**src/rtl/key_pkg.sv**
```systemverilog
// rtl/key_pkg.sv - shared key scanner types, constants and helpers
package key_pkg;

    localparam int NKEYS = 11;

    typedef logic [3:0] key_idx_t;

    typedef enum logic {
        IDLE = 1'b0,
        HOLD = 1'b1
    } scan_state_t;

    // Bit 0 is the highest note, bit 10 the lowest.
    localparam int KEY_B  = 0;
    localparam int KEY_AS = 1;
    localparam int KEY_A  = 2;
    localparam int KEY_GS = 3;
    localparam int KEY_G  = 4;
    localparam int KEY_FS = 5;
    localparam int KEY_F  = 6;
    localparam int KEY_E  = 7;
    localparam int KEY_DS = 8;
    localparam int KEY_D  = 9;
    localparam int KEY_CS = 10;

    function automatic key_idx_t lowest_set(input logic [NKEYS-1:0] v);
        key_idx_t r;
        r = '0;
        for (int i = NKEYS - 1; i >= 0; i--) begin
            if (v[i]) begin
                r = key_idx_t'(i);
            end
        end
        return r;
    endfunction

    function automatic logic [NKEYS-1:0] key_onehot(input key_idx_t idx);
        logic [NKEYS-1:0] one;
        one = '0;
        one[0] = 1'b1;
        return one << idx;
    endfunction

endpackage

```
**src/rtl/key_debounce.sv**
```systemverilog
// rtl/key_debounce.sv - two-flop synchroniser and stability counter for one key line
module key_debounce #(
    parameter int DEBOUNCE_CYCLES = 1000,
    parameter int DB_W            = 16
) (
    input  logic clk,
    input  logic rst_n,
    input  logic raw,
    output logic deb
);

    localparam logic [DB_W-1:0] CNT_LAST = DB_W'(DEBOUNCE_CYCLES - 1);

    logic            s1;
    logic            s2;
    logic [DB_W-1:0] cnt;

    // cnt only advances while s2 disagrees with deb and clears on the flip, so it never wraps.
    always_ff @(posedge clk or negedge rst_n) begin
        if (!rst_n) begin
            s1  <= 1'b0;
            s2  <= 1'b0;
            deb <= 1'b0;
            cnt <= '0;
        end else begin
            s1 <= raw;
            s2 <= s1;
            if (s2 == deb) begin
                cnt <= '0;
            end else if (cnt == CNT_LAST) begin
                deb <= s2;
                cnt <= '0;
            end else begin
                cnt <= cnt + DB_W'(1);
            end
        end
    end

endmodule

```
**src/rtl/key_scanner.sv**
```systemverilog
// rtl/key_scanner.sv - debounced monophonic key arbiter; KEYSCAN_LATCH_EN holds the last note after release
module key_scanner
    import key_pkg::*;
#(
    parameter int DEBOUNCE_CYCLES = 1000,
    parameter int DB_W            = 16
) (
    input  logic             clk,
    input  logic             rst_n,
    input  logic [NKEYS-1:0] keys_raw,
    output logic [NKEYS-1:0] keys,
    output logic [3:0]       key_idx,
    output logic             note_on,
    output logic             press_pulse,
    output logic             release_pulse
);

    logic [NKEYS-1:0] deb;

    for (genvar g = 0; g < NKEYS; g++) begin : g_deb
        key_debounce #(
            .DEBOUNCE_CYCLES(DEBOUNCE_CYCLES),
            .DB_W           (DB_W)
        ) u_deb (
            .clk  (clk),
            .rst_n(rst_n),
            .raw  (keys_raw[g]),
            .deb  (deb[g])
        );
    end

    scan_state_t      state, state_d;
    key_idx_t         sel, sel_d;
    logic [NKEYS-1:0] keys_d;
    key_idx_t         idx_d;
    logic             press_d;
    logic             release_d;

    always_ff @(posedge clk or negedge rst_n) begin
        if (!rst_n) begin
            state         <= IDLE;
            sel           <= '0;
            keys          <= '0;
            key_idx       <= '0;
            press_pulse   <= 1'b0;
            release_pulse <= 1'b0;
        end else begin
            state         <= state_d;
            sel           <= sel_d;
            keys          <= keys_d;
            key_idx       <= idx_d;
            press_pulse   <= press_d;
            release_pulse <= release_d;
        end
    end

    always_comb begin
        state_d   = state;
        sel_d     = sel;
        keys_d    = keys;
        idx_d     = key_idx;
        press_d   = 1'b0;
        release_d = 1'b0;
        case (state)
            IDLE: begin
                if (|deb) begin
                    sel_d   = lowest_set(deb);
                    keys_d  = key_onehot(sel_d);
                    idx_d   = sel_d;
                    press_d = 1'b1;
                    state_d = HOLD;
                end
            end
            HOLD: begin
                // Presses of other keys are ignored until the held one is dropped.
                if (!deb[sel]) begin
                    release_d = 1'b1;
                    if (|deb) begin
                        sel_d   = lowest_set(deb);
                        keys_d  = key_onehot(sel_d);
                        idx_d   = sel_d;
                        press_d = 1'b1;
                    end else begin
                        state_d = IDLE;
`ifdef KEYSCAN_LATCH_EN
                        keys_d  = keys;
                        idx_d   = key_idx;
`else
                        keys_d  = '0;
                        idx_d   = '0;
`endif
                    end
                end
            end
            default: begin
                state_d = IDLE;
            end
        endcase
    end

    assign note_on = |keys;

endmodule

```
**config.mk**
```make
export PLATFORM = sky130hd
export DESIGN_NAME = key_scanner
export DESIGN_NICKNAME = d
export VERILOG_FILES = /design/src/rtl/key_pkg.sv /design/src/rtl/key_debounce.sv /design/src/rtl/key_scanner.sv
export SDC_FILE = /design/constraint.sdc
export NUM_CORES = 1
export LEC_CHECK = 0
export CAP_MARGIN = 10
export CORE_UTILIZATION = 35
export CTS_CLUSTER_SIZE = 20
export DETAILED_ROUTE_END_ITERATION = 8
export GPL_ROUTABILITY_DRIVEN = 0
export HOLD_SLACK_MARGIN = 0.15
export SLEW_MARGIN = 20
export SYNTH_ARGS = -nofsm -noshare
export SYNTH_HDL_FRONTEND = slang
export SYNTH_SLANG_ARGS = --single-unit
```
**constraint.sdc**
```tcl
create_clock -name clk -period 3.1 [get_ports clk]
set_input_delay 0.62 -clock clk [delete_from_list [all_inputs] [get_ports clk]]
set_output_delay 0.62 -clock clk [all_outputs]
set_load 0.005 [all_outputs]
```
# Yosys cells after proc, flatten, opt, wreduce, memory -nomap -nowiden
# Index checks and enable logic that the tools add are counted.
# totals
in_bits	13
ff_bits	231
out_inout_bits	18
word_cells	173
# classes
n_addsub	11
mux	57
n_bitwise	12
n_eq_ne	25
n_reduce_logical	15
magnitude_cmp	1
shifts	2
# ops
op	count
2-to-1 mux 16 bit	22
adder 16 x 1 -> 16 bit (second input constant)	11
equality test 16 x 10 -> 1 bit (second input constant)	11
2-to-1 mux 4 bit	20
2-to-1 mux 11 bit	3
AND reduction 2 bit	12
case mux 11 bit (2 select lines)	1
OR reduction 11 bit	2
<< shifter 1 x 4 -> 11 bit (first input constant)	2
case mux 4 bit (2 select lines)	2
inverter 1 bit	12
equality test 1 bit	11
2-to-1 mux 1 bit	6
less-than comparator 4 x 5 -> 1 bit (second input constant)	1
binary-select mux 1 bit (select 4 bit)	1
!= test 2 bit (second input constant)	2
case mux 1 bit (2 select lines)	2
AND reduction 3 bit	1
!= test 2 x 1 -> 1 bit (second input constant)	1

# Longest topological paths before layout
# depth
word_depth	18
depth_mapped	7
depth_no_buf	6

# Hierarchy
# Synthesis repeated with hierarchy kept, for this count alone.
# hier_totals
cells_unflattened	1015
area_unflattened_um2	10809.1
# by_module_without_submodules
module	n_inst	area_each_um2	seq_area_each_um2	cells_each
key_debounce	11	882.1	475.5	83
key_scanner	1	1106.1	550.5	102

# Worst setup path after synthesis
# OpenSTA, ideal clock, no wires.
# synth_timing
kind	register -> register
start	reg sel[0]
end	reg keys[9]
setup_time_ps	121
path_buffers	1
arrival_time_ps	1643
period_less_slack_ps	1764
stages_incl_launch_ff	7
required_time_ps	2979
path_slack_ps	1336
path_cell_list	dfrtp_1 -> mux4_2 -> and3b_4 -> nand2_4 -> o211ai_4 -> buf_6 -> a22o_1
# synth_between
elab_chain_len	4
# synth_lines
item	line	source
start: declaration	key_scanner.sv:33	key_idx_t sel, sel_d;
start signal: assignment	key_scanner.sv:49	sel <= sel_d;
binary-select mux 1 bit (select 4 bit)	key_scanner.sv:76	if (!deb[sel]) begin
2-to-1 mux 1 bit (implied by the code)	key_scanner.sv:76	
!= test 2 bit (no line)	-	
AND reduction 2 bit (no line)	-	
end signal: assignment	key_scanner.sv:50	keys <= keys_d;
end: declaration	key_scanner.sv:11	output logic [NKEYS-1:0] keys,
# Every way passes these cells. The select of a mux whose other input is x is not followed.
# A chain may end at the register's enable or synchronous reset.

# Worst setup path after layout
# layout_timing
start	reg keys[1]
end	out note_on
# layout_between
elab_chain_len	1
# layout_lines
item	line	source
OR reduction 11 bit	key_scanner.sv:101	assign note_on = |keys;
end: declaration	key_scanner.sv:13	output logic note_on,
# Every way passes these cells.

==> results.md <==
Pwr:
- Summed over all cells, the static leakage comes to 5.25 nW.
- The power density of the placed cells is 528 nW/um^2.
- The maximum resistive drop on vdd is 0.399 mV.
- Total power for the finished layout comes to 6.39 mW.

Placement:
- Before CTS, the worst setup slack after placement is 1.02 ns.
- The sum of net half-perimeters after detailed placement is 13,000 um.
- The count of buffers added on input and output ports is 30.
- The number of placed instances, taps included is 1,399.

Worst setup path:
- STA classifies the critical path endpoint as a primary output.
- Along the worst path, the maximum fanout reaches 3.
- The required time of the critical path is 2.48 ns.
- The arrival time reported for the critical path endpoint is 1.91 ns.
- The type of the worst setup path is flop to primary output.
- The critical path startpoint category is a flop.

Synth:
- The total nets after synthesis is 1,022.
- The cell count after synthesis is 998.
- After synthesis the cells add up to 10,500 um^2.
- The number of warnings printed during yosys synthesis is 0.
- In the synthesized netlist the async set-or-reset flop fraction comes to 100%.
- The flip-flop cell with the highest count after synthesis is sky130_fd_sc_hd__dfrtp_1.
- The netlist uses 49 different library cells.
- The synthesized design contains 0 enable-type register cells.
- A synthesized cell averages 10.5 um^2.
- The register area share after synthesis is 55.3%.
- The register bit total from synthesis is 231.

Timing:
- The hold violation total from the final report is 0.
- The worst relative slew slack is 52.5%.
- Setup repair after global routing left no endpoint under its margin.
- The number of slew-limit violations in the final report was 0.
- The transition time of the tightest slew-check pin is 0.712 ns.
- Derived from the worst setup path, the maximum achievable clock frequency is 395 MHz.
- After layout, the worst setup slack is 0.569 ns.
- Of the available clock period, the critical path in the final layout requires 81.6%.
- The worst path needs 2.53 ns of the cycle, external delays included.
- The final worst hold slack is 0.353 ns.
- For the final database, setup skew stands at 0.0157 ns.
- The number of setup violations in the final report is 0.
- Adding up every negative setup slack in the final design gives 0 ns.

Clock network:
- After clock tree synthesis, the clock-pin slew on the worst setup and hold paths is 0.06 ns.
- TritonCTS built the clock tree.
- The quantity of gates resized following cts is 0.
- CTS built an H-tree with a depth of 1.
- The CTS sink count is 231.
- The cell sitting at the root of the clock tree is a sky130_fd_sc_hd__clkbuf_16.
- The clock reaches the later pin of the worst-skew pair after 0.53 ns.
- The maximum root-to-sink buffer count is 3.
- Buffers inserted during clock tree synthesis total 26.

Cells and area:
- The number of cells in the finished layout apart from fillers is 1,446.
- The final net count is 1,068.
- The repair_antennas step left the layout with diodes totalling 0.
- The ratio of cells with drive above 1 in the final layout is 6.12%.
- The growth of design area from synthesis to finish is 15.7%.

Floorplanning:
- The die covers 30,600 um^2.
- The horizontal extent of the die is 175 um.
- The die is 175 um tall.
- The number of standard-cell rows in the floorplan is 62.
- For this design the top-level I/O count stands at 31.
- The effective utilization at floorplan is 36.0%.
- The placeable core area is 29,000 um^2.

Drt:
- The via density per instance is 4.90.
- For this run, design rule violations remaining after detail routing come to 0.
- The detailed router finished its first iteration with 466 violations.
- After detailed routing, the average wire length per cell comes to 13.6 um.
- The wire length reported by the detailed router is 19,700 um.
- The first detailed-routing pass took 4 iterations.
- Across all layers, the routed design uses 7,088 vias.
- The post-route antenna net violation count is 0.

GRT:
- The number of global-route vias before repair is 6,915.
- The global-route usage over all layers is 13.5%.
- The number of antenna violations at the first check in global routing is 0.
- The maximum number of pins on one net before global-route repair is 75.
- The global route total overflow is 0.
- The first-pass GRT wire length is 34,500 um.

Worst hold path:
- The min-delay analysis places its worst path in the category flop to flop.

Flow run:
- Across the run, the number of max-cap violations was 0.

Run status:
- The run finished with clean final reports.
-- layer usage --
layer | part of all wire [%] | GRT usage, %
met3 | 4.2 | 3.20
met2 | 44 | 20.3
met1 | 50 | 19.4
met4 | 1.9 | 3.26
met5 | 0 | 0
-- cell type report --
cell class              count  area [um^2]
repair buffers             34          363
fillers                  2810        16900
clock inverters             6         86.3
multi-input cells         725         4500
flip-flops and latches    231         5780
clock buffers              40          785
inverters                  26         97.6
well taps                 384          480
-- placed cells by master, fill, tap and decap left out, types with 14 or more instances in the layout --
master	synthesis	final
sky130_fd_sc_hd__xor2_1	71	71
sky130_fd_sc_hd__and3_1	46	46
sky130_fd_sc_hd__o21ai_0	16	16
sky130_fd_sc_hd__a21oi_1	17	17
sky130_fd_sc_hd__dfrtp_1	231	231
sky130_fd_sc_hd__or3_1	14	14
sky130_fd_sc_hd__nor3_1	28	28
sky130_fd_sc_hd__nand4_1	33	33
sky130_fd_sc_hd__nand2_1	54	54
sky130_fd_sc_hd__nor4_1	33	33
sky130_fd_sc_hd__clkbuf_16	0	27
sky130_fd_sc_hd__nand3_1	69	69
sky130_fd_sc_hd__clkdlybuf4s50_1	0	29
sky130_fd_sc_hd__inv_1	26	26
sky130_fd_sc_hd__nor2_1	178	178
sky130_fd_sc_hd__xnor2_1	80	80
-- flip-flops by register name, indices dropped and copies added, names as in the netlist --
| register | flops |
|---|---|
| g_deb.u_deb.cnt | 176 |
| g_deb.u_deb.deb | 11 |
| g_deb.u_deb.s1 | 11 |
| g_deb.u_deb.s2 | 11 |
| key_idx | 4 |
| keys | 11 |
| press_pulse | 1 |
| release_pulse | 1 |
| sel | 4 |
| state | 1 |
-- final timing paths --
path | from | endpoint | slack (ns) | cells after the start
max in group asynchronous | rst_n | g_deb[7].u_deb.cnt[9]$_DFF_PN0_ | 1.60 | 3
setup reg to reg | g_deb[7].u_deb.deb$_DFFE_PN0P_ | key_idx[2]$_DFFE_PN0P_ | 1.02 | 4
setup / recovery | keys[1]$_DFFE_PN0P_ | note_on | 0.57 | 3
hold / removal | g_deb[2].u_deb.s1$_DFF_PN0_ | g_deb[2].u_deb.s2$_DFF_PN0_ | 0.35 | 0
min in group asynchronous | rst_n | g_deb[0].u_deb.cnt[12]$_DFF_PN0_ | 0.67 | 2
hold reg to reg | g_deb[2].u_deb.s1$_DFF_PN0_ | g_deb[2].u_deb.s2$_DFF_PN0_ | 0.35 | 0
-- cell families after synthesis --
group	count (synthesis)	share of synthesized area (%)
adder cells (fa/ha/maj)	11	1.32
AND/OR/NAND/NOR	488	23.3
buffers and inverters	42	1.65
XOR/XNOR	151	12.7
multiplexers	22	2.42
flip-flops	231	55.3
AO/OA/AOI/OAI	53	3.40
-- synth_stat cells, types with 2 or more instances --
cell type,n,area (um^2)
sky130_fd_sc_hd__a21o_1,2,15.0
sky130_fd_sc_hd__o2bb2ai_1,2,17.5
sky130_fd_sc_hd__nand4_1,33,206
sky130_fd_sc_hd__a32o_1,3,30.0
sky130_fd_sc_hd__o21ai_0,16,80.1
sky130_fd_sc_hd__nand2b_1,2,12.5
sky130_fd_sc_hd__nand3_1,69,345
sky130_fd_sc_hd__clkbuf_1,11,41.3
sky130_fd_sc_hd__and4_1,13,114
sky130_fd_sc_hd__nor3_1,28,140
sky130_fd_sc_hd__buf_2,2,10.0
sky130_fd_sc_hd__and3_1,46,288
sky130_fd_sc_hd__ha_1,11,138
sky130_fd_sc_hd__mux2_2,11,124
sky130_fd_sc_hd__xnor2_1,80,701
sky130_fd_sc_hd__or3_1,14,87.6
sky130_fd_sc_hd__mux2_1,5,56.3
sky130_fd_sc_hd__nor2b_1,5,31.3
sky130_fd_sc_hd__nand2_1,54,203
sky130_fd_sc_hd__mux2i_1,5,50.1
sky130_fd_sc_hd__nor4_1,33,206
sky130_fd_sc_hd__xor2_1,71,622
sky130_fd_sc_hd__and2_1,3,18.8
sky130_fd_sc_hd__a22o_1,4,35.0
sky130_fd_sc_hd__o31ai_1,2,15.0
sky130_fd_sc_hd__inv_1,26,97.6
sky130_fd_sc_hd__dfrtp_1,231,5780
sky130_fd_sc_hd__a21oi_1,17,85.1
sky130_fd_sc_hd__nor2_1,178,668
sky130_fd_sc_hd__nand3_2,2,20.0
-- power by group --
group | internal [mW] | switching [mW] | leakage [nW] | total [mW]
logic | 0.0595 | 0.124 | 1.67 | 0.184
clock network | 1.90 | 1.20 | 0.430 | 3.10
registers | 3.07 | 0.0440 | 3.15 | 3.11
total | 5.03 | 1.36 | 5.25 | 6.39
-- repair_timing --
item | 4_1_cts | 5_1_grt
hold buffers | 1 | 0
endpoints found under the hold margin | 71 | 0
buffers inserted | 0 | 0
-- metrics by stage --
stage               util [%]  instance area [um^2]
CTS                     41.7                 12100
detailed placement      38.6                 11200
finish                  41.7                 12100
global route            41.7                 12100
floorplan                  -                 10500
global placement        38.6                 11200
-- critical path, stage by stage (launching register included) --
cell and delay (ns):
sky130_fd_sc_hd__dfrtp_1 0.40, sky130_fd_sc_hd__nor4_1 0.32, sky130_fd_sc_hd__nand3_1 0.18, sky130_fd_sc_hd__clkdlybuf4s50_1 0.48
(Power assumes the default switching activity.)
